## src/rtl/note_sequencer.sv

```systemverilog
`default_nettype none
// ============================================================================
//  Module   : note_sequencer
//  Purpose  : Pattern-driven step sequencer feeding 16 just-intonation voice
//             frequencies, a filter cutoff and a gate to the synthesizer.
//             Optional build macro SEQ_GLIDE_EN adds per-sample portamento.
//  Revision : 1.0  initial release
// ============================================================================
module note_sequencer #(
    parameter int STEPS     = 16,
    parameter int BASE_FREQ = 110,
    parameter int FRAC      = 20
) (
    input  logic                       clk,
    input  logic                       reset_n,
    input  logic                       sample_tick,
    input  logic                       start,
    input  logic                       stop,
    input  logic                       loop,
    input  logic [$clog2(STEPS):0]     pattern_len,
    input  logic [31:0]                step_samples,
    input  logic                       wr_en,
    input  logic [$clog2(STEPS)-1:0]   wr_addr,
    input  logic [14:0]                wr_data,
    output logic [15:0][31:0]          frequency,
    output logic [2:0]                 cutoff,
    output logic                       gate,
    output logic                       busy,
    output logic [$clog2(STEPS)-1:0]   step_index,
    output logic                       done
);

    localparam int          c_aw        = $clog2(STEPS);
    localparam int          c_frac_up   = (FRAC > 20) ? FRAC - 20 : 0;
    localparam int          c_frac_dn   = (FRAC < 20) ? 20 - FRAC : 0;
    localparam logic [31:0] c_base_freq = 32'(BASE_FREQ);

    typedef enum logic [1:0] {
        S_IDLE  = 2'd0,
        S_FETCH = 2'd1,
        S_CALC  = 2'd2,
        S_PLAY  = 2'd3
    } state_t;

    state_t             r_state;
    state_t             w_state_next;
    logic [14:0]        r_pattern [STEPS];
    logic [14:0]        r_entry;
    logic [c_aw-1:0]    r_step_index;
    logic [31:0]        r_base;
    logic [2:0]         r_cutoff;
    logic               r_gate;
    logic               r_done;
    logic [39:0]        r_dur;
    logic [39:0]        r_cnt;

    logic [3:0]         w_tone;
    logic [7:0]         w_len;
    logic [31:0]        w_rom;
    logic [31:0]        w_ratio;
    logic [31:0]        w_base;
    logic [31:0]        w_ss;
    logic [39:0]        w_dur;
    logic               w_is_note;
    logic               w_more;
    logic               w_start_ok;
    logic               w_adv;
    logic               w_end;
    logic               w_done_set;

    assign w_tone    = r_entry[14:11];
    assign w_len     = r_entry[10:3];
    assign w_is_note = (w_tone <= 4'd12);
    assign w_ss      = (step_samples == 32'd0) ? 32'd1 : step_samples;
    assign w_dur     = {32'd0, w_len} * {8'd0, w_ss};
    assign w_more    = (({1'b0, r_step_index}) + {{c_aw{1'b0}}, 1'b1}) < pattern_len;

    // Q20 just-intonation ratios over one octave
    always_comb begin
        w_rom = 32'd0;
        case (w_tone)
            4'd0:    w_rom = 32'd1048576;
            4'd1:    w_rom = 32'd1118481;
            4'd2:    w_rom = 32'd1179648;
            4'd3:    w_rom = 32'd1258291;
            4'd4:    w_rom = 32'd1310720;
            4'd5:    w_rom = 32'd1398101;
            4'd6:    w_rom = 32'd1474560;
            4'd7:    w_rom = 32'd1572864;
            4'd8:    w_rom = 32'd1677721;
            4'd9:    w_rom = 32'd1747626;
            4'd10:   w_rom = 32'd1864135;
            4'd11:   w_rom = 32'd1966080;
            4'd12:   w_rom = 32'd2097152;
            default: w_rom = 32'd0;
        endcase
    end

    assign w_ratio = (w_rom << c_frac_up) >> c_frac_dn;
    assign w_base  = c_base_freq * w_ratio;

    always_ff @(posedge clk or negedge reset_n) begin
        if (!reset_n) r_state <= S_IDLE;
        else          r_state <= w_state_next;
    end

    always_comb begin
        w_state_next = r_state;
        w_start_ok   = 1'b0;
        w_adv        = 1'b0;
        w_end        = 1'b0;
        w_done_set   = 1'b0;
        if (stop) begin
            w_state_next = S_IDLE;
        end else begin
            case (r_state)
                S_IDLE: begin
                    if (start) begin
                        if (pattern_len != '0) begin
                            w_state_next = S_FETCH;
                            w_start_ok   = 1'b1;
                        end else begin
                            w_done_set = 1'b1;
                        end
                    end
                end
                S_FETCH: w_state_next = S_CALC;
                S_CALC: begin
                    if (w_len == 8'd0) w_adv = 1'b1;
                    else               w_state_next = S_PLAY;
                end
                S_PLAY: begin
                    if (sample_tick && ((r_cnt + 40'd1) >= r_dur)) w_adv = 1'b1;
                end
                default: w_state_next = S_IDLE;
            endcase
            if (w_adv) begin
                if (w_more || loop) begin
                    w_state_next = S_FETCH;
                end else begin
                    w_state_next = S_IDLE;
                    w_end        = 1'b1;
                    w_done_set   = 1'b1;
                end
            end
        end
    end

    // Pattern RAM and its read register carry no reset
    always_ff @(posedge clk) begin
        if (wr_en) r_pattern[wr_addr] <= wr_data;
        if (r_state == S_FETCH) r_entry <= r_pattern[r_step_index];
    end

`ifdef SEQ_GLIDE_EN
    logic [31:0]        r_target;
    logic               r_first;
    logic signed [31:0] w_diff;
    logic               w_snap;

    assign w_diff = $signed(r_target) - $signed(r_base);
    assign w_snap = (w_diff > -32'sd16) && (w_diff < 32'sd16);
`endif

    always_ff @(posedge clk or negedge reset_n) begin
        if (!reset_n) begin
            r_step_index <= '0;
            r_base       <= 32'd0;
            r_cutoff     <= 3'd0;
            r_gate       <= 1'b0;
            r_done       <= 1'b0;
            r_dur        <= 40'd0;
            r_cnt        <= 40'd0;
`ifdef SEQ_GLIDE_EN
            r_target     <= 32'd0;
            r_first      <= 1'b0;
`endif
        end else begin
            r_done <= w_done_set;
            if (stop) begin
                r_gate <= 1'b0;
            end else begin
                if (w_start_ok) begin
                    r_step_index <= '0;
`ifdef SEQ_GLIDE_EN
                    r_first      <= 1'b1;
`endif
                end
                if (r_state == S_CALC) begin
                    r_cutoff <= r_entry[2:0];
                    r_dur    <= w_dur;
                    r_cnt    <= 40'd0;
                    r_gate   <= w_is_note;
`ifdef SEQ_GLIDE_EN
                    if (w_is_note) begin
                        r_target <= w_base;
                        if (r_first) begin
                            r_base  <= w_base;
                            r_first <= 1'b0;
                        end
                    end
                end else if (sample_tick && r_gate && (r_state != S_IDLE)) begin
                    r_base <= w_snap ? r_target : (r_base + $unsigned(w_diff >>> 4));
`else
                    if (w_is_note) r_base <= w_base;
`endif
                end
                if ((r_state == S_PLAY) && sample_tick) r_cnt <= r_cnt + 40'd1;
                if (w_adv) begin
                    if (w_more)    r_step_index <= r_step_index + c_aw'(1);
                    else if (loop) r_step_index <= '0;
                end
                if (w_end) r_gate <= 1'b0;
            end
        end
    end

    // Voice i sounds at base times 1, 2 or 4 depending on i mod 3
    for (genvar gi = 0; gi < 16; gi++) begin : g_voice
        assign frequency[gi] = r_base << (gi % 3);
    end

    assign cutoff     = r_cutoff;
    assign gate       = r_gate;
    assign busy       = (r_state != S_IDLE);
    assign step_index = r_step_index;
    assign done       = r_done;

endmodule
`default_nettype wire

```

## config.mk

```make
export PLATFORM = sky130hd
export DESIGN_NAME = note_sequencer
export DESIGN_NICKNAME = d
export VERILOG_FILES = /design/src/rtl/note_sequencer.sv
export SDC_FILE = /design/constraint.sdc
export NUM_CORES = 1
export LEC_CHECK = 0
export CAP_MARGIN = 0
export CORE_UTILIZATION = 43
export DETAILED_ROUTE_END_ITERATION = 10
export GPL_TIMING_DRIVEN = 0
export PLACE_DENSITY_LB_ADDON = 0.25
export SLEW_MARGIN = 0
export SYNTH_ARGS = -nofsm -noshare
export SYNTH_HDL_FRONTEND = slang
export SYNTH_SLANG_ARGS = --single-unit
```

## constraint.sdc

```tcl
create_clock -name clk -period 7.7 [get_ports clk]
set_input_delay 1.155 -clock clk [delete_from_list [all_inputs] [get_ports clk]]
set_output_delay 1.155 -clock clk [all_outputs]
set_load 0.02 [all_outputs]
```

==> summary.md <==
| Metric | Value |
|---|---|
| Status | complete, no violations |
| Slew @ Worst Pin | ~1300 ps |
| Final Hold Vio Count | 0 |
| CP Launch Type | primary input |
| Initial antenna violation count | 6 |
| CP Class | primary input to register |
| Final wirelength | approximately 80000 microns |
| Via count | between 20k and 25k |
| Total CTS buffers | 41 |
| CP delay by family, top | adder cells |
| Routability cong. | 0.830 |
| Number of synthesized flops with an enable pin | ~260 |
| Drt drc | 0 |
| Post-route ant nets | 0 |
| Setup_tns | 0 ps |
| Compound-Gate Fraction of Synth Area | 0.0671 |
| Drt wl/cell | between 15 and 20 microns |
| Die area | between 70000 and 80000 sq um |
| Post-Layout Cell Count | about 4.4k |
| Layout cells sized above 1 | 0.201 |
| Critical path required time | roughly 8000 ps |
| Port bufs | 532 |
| GRT Resource Usage Total | 0.223 |
| Max-cap viol count | 0 |
| WP data arrival | 7650 ps |
| Clock buffer depth | 3 |
| Net count, final | slightly below 4k |
| Syn Inst Count | 2814 |
| Clk pin slew, worst setup/hold paths | approximately 60 ps |
| Area of the multi-input gates | 15400 sq um |
| Register bit total from synthesis | roughly 380 |
| Largest family of logic cells by synthesized area | adder cells |
| Crit-path slowest cell | clkdlybuf4s50_1 |
| Main synth FF type | edfxtp_1 |
| Row count | 97 |
| Number of fillers in the final layout | 6087 |
| Cell area after synthesis | slightly above 30000 sq um |
| DRT Pass-1 Iters | 5 |
| Async S/R FF share, synth | 0.320 |
| Mux share of post-synthesis cell area | 0.0571 |
| Netlist cell types | 79 |
| Vias per std cell | between 4 and 5 |
| Endpoint type of the worst setup path | register |
| Largest net degree at the start of global routing | between 70 and 80 |
| Final Setup Violations | 0 |
| RSZ-0062 raised after global routing | false |
| Max Clk Rate | about 140 MHz |
| Clk root buf | clkbuf_16 |
| Min-Delay Path Class | register to register |
| Adder-Cell Fraction of Synth Area | 0.223 |
| Ports | 585 |
| Post-Place Cells | ~4.4k |
| CORE AREA | slightly above 70000 sq um |
| CP Max Fanout | 9 |
| Period Utilization, post-route | 0.941 |
| Iter 0 DRT Violations | about 1.4k |
| Simple logic cell fraction of the synthesized area | 0.117 |
| Synth-to-Final Area Change | 27.3% |
| Post-DP HPWL | around 62000 microns |
| First-pass GRT wire length | ~130000 microns |
| Max-slew headroom | 0.157 |
| # hold bufs at CTS | 0 |
| Die width | about 270 microns |
| Synth Warn # | 0 |
| Fin crit period | between 7000 and 8000 ps |
| TritonCTS clock tree | yes |
| Initial Utilization | 0.437 |
| Skew-Pair Late Insertion Delay | 550 ps |
| Setup ws final | 453 ps |
| Sequential share of the synthesized area | 0.347 |
| Post-Synth XOR/XNOR Area | 0.0262 |
| Sequential cell area | roughly 11000 sq um |
| Die Height | about 270 microns |
| Critical-path cell list | clkdlybuf4s50_1 -> nor4_2 -> nand4_1 -> o21bai_4 -> nand2_1 -> fa_1 -> fa_1 -> inv_1 -> fa_1 -> inv_1 -> fa_1 -> inv_1 -> ha_1 -> a21oi_1 -> o211ai_1 -> a21oi_2 -> o41ai_4 -> a31o_2 -> a211oi_2 -> o21ai_1 -> a31oi_1 -> xor2_1 -> o21ai_1 |
| Total global routing overflow | 0 |
| Setup Skew | between 20 and 25 ps |
| Sink Count | 375 |
| Max incr delay on CP | 600 ps |
| CP Buf/Inv Count | 4 |
| Most used cell along the critical path | fa_1 |
| Number of global-route vias before repair | 22.1k |
| Avg Inst Size Synth | between 10 and 15 sq um |
| Pins over their slew limit | 0 |
| Clock H-tree levels | 2 |
| Pre-CTS setup slack | -685 ps |
metrics by stage:
stage	cell area (sq um)	util	hold slack, ps
2_1_floorplan	30900	-	415
3_3_place_gp	37400	0.532	430
3_5_place_dp	37800	0.537	441
4_1_cts	39100	0.556	448
5_1_grt	39200	0.556	491
6_report	39200	0.557	455
worst reg2reg max path, cell delays in order (launching register included):
cell	delay [ps]
edfxtp_1	650
clkbuf_1	650
nand2_1	190
fa_1	550
fa_1	510
inv_1	60
fa_1	540
inv_1	60
fa_1	530
inv_1	40
ha_1	330
a21oi_1	260
o211ai_1	160
a21oi_2	300
o41ai_4	170
a31o_2	310
a211oi_2	300
o21ai_1	180
a31oi_1	230
xor2_1	170
o21ai_1	70
synth_stat cells (all sizes together), types with 9 or more instances:
cell	number	area (sq um)
nand3	51	273
and3	21	143
xor2	47	412
o31ai	15	118
nor3	21	144
a31oi	12	81.3
inv	276	1040
o21ai	131	663
and2	213	1330
dfrtp	120	3000
nor2	69	262
nand2	227	855
ha	172	2150
and4	9	81.3
xnor2	45	394
a21o	47	353
nand2b	13	81.3
nor2b	14	87.6
buf	501	3710
mux4	75	1690
nand4	15	124
fa	235	4700
nor4	10	62.6
a21oi	68	344
clkbuf	68	255
edfxtp	255	7660
a211oi	12	105
path summary, 6_finish.rpt:
kind,from,endpoint,slack (ps),cells past startpoint
max in group asynchronous,reset_n,r_cnt[18],6380,2
max,step_samples[24],r_dur[38],450,23
max reg2reg,r_entry[7],r_dur[38],1320,20
min in group asynchronous,reset_n,r_dur[11],550,1
min reg2reg,r_entry[2],cutoff[2],450,2
min,r_entry[2],cutoff[2],450,2
cells in the final DEF (no fill, tap or decap), types with 13 or more instances in the layout:
cell	n
and2_1	213
o31ai_1	14
nand2b_1	13
edfxtp_1	255
nand3_1	49
and3_1	18
clkbuf_16	42
clkdlybuf4s50_1	531
fa_1	235
dfrtp_1	120
nand4_1	13
clkbuf_1	84
buf_4	490
nor2_1	56
nor2b_1	14
o21ai_0	113
a21o_1	47
xnor2_1	45
nor3_1	13
a21oi_1	66
inv_1	276
mux4_2	75
ha_1	172
conb_1	48
nand2_1	226
xor2_1	47
nor2_2	13
o21ai_1	16
layer usage:
layer	vias to the layer above	global-route usage	wire length [microns]
met5	-	0	40
met4	6	0.0440	1410
met3	113	0.0421	5470
met2	702	0.390	39900
met1	10571	0.288	32900
li1	10205	-	-
sequential cells by signal, summed over array words and instances, names as in the netlist:
register	flops
r_pattern	240
r_cnt	40
r_dur	40
r_base	29
r_entry	15
step_index	4
cutoff	3
r_state	2
done	1
gate	1
kinds of logic after synthesis:
kind of cell / Yosys count
simple gates: 685
xor+xnor: 92
mux: 81
compound gates: 328
flops: 375
fa+ha+maj: 407
other cells: 1
buf+inv: 845
repair_timing:
action	4_1_cts	5_1_grt
endpoints found under the setup margin	2	7
resized for setup	1	4
pin swaps	0	2
buffers inserted	0	1
area by class of cell:
class	instances	area share
Antenna cell	3	0.000192
Buffer	569	0.101
Clock buffer	61	0.0294
Clock inverter	14	0.00409
Inverter	276	0.0264
Multi-Input combinational cell	1641	0.392
Sequential cell	375	0.272
Tap cell	940	0.0300
Timing Repair Buffer	553	0.145
Power is not shown: default switching activity piles up to over one toggle a cycle in this logic, so the estimate is an artifact.
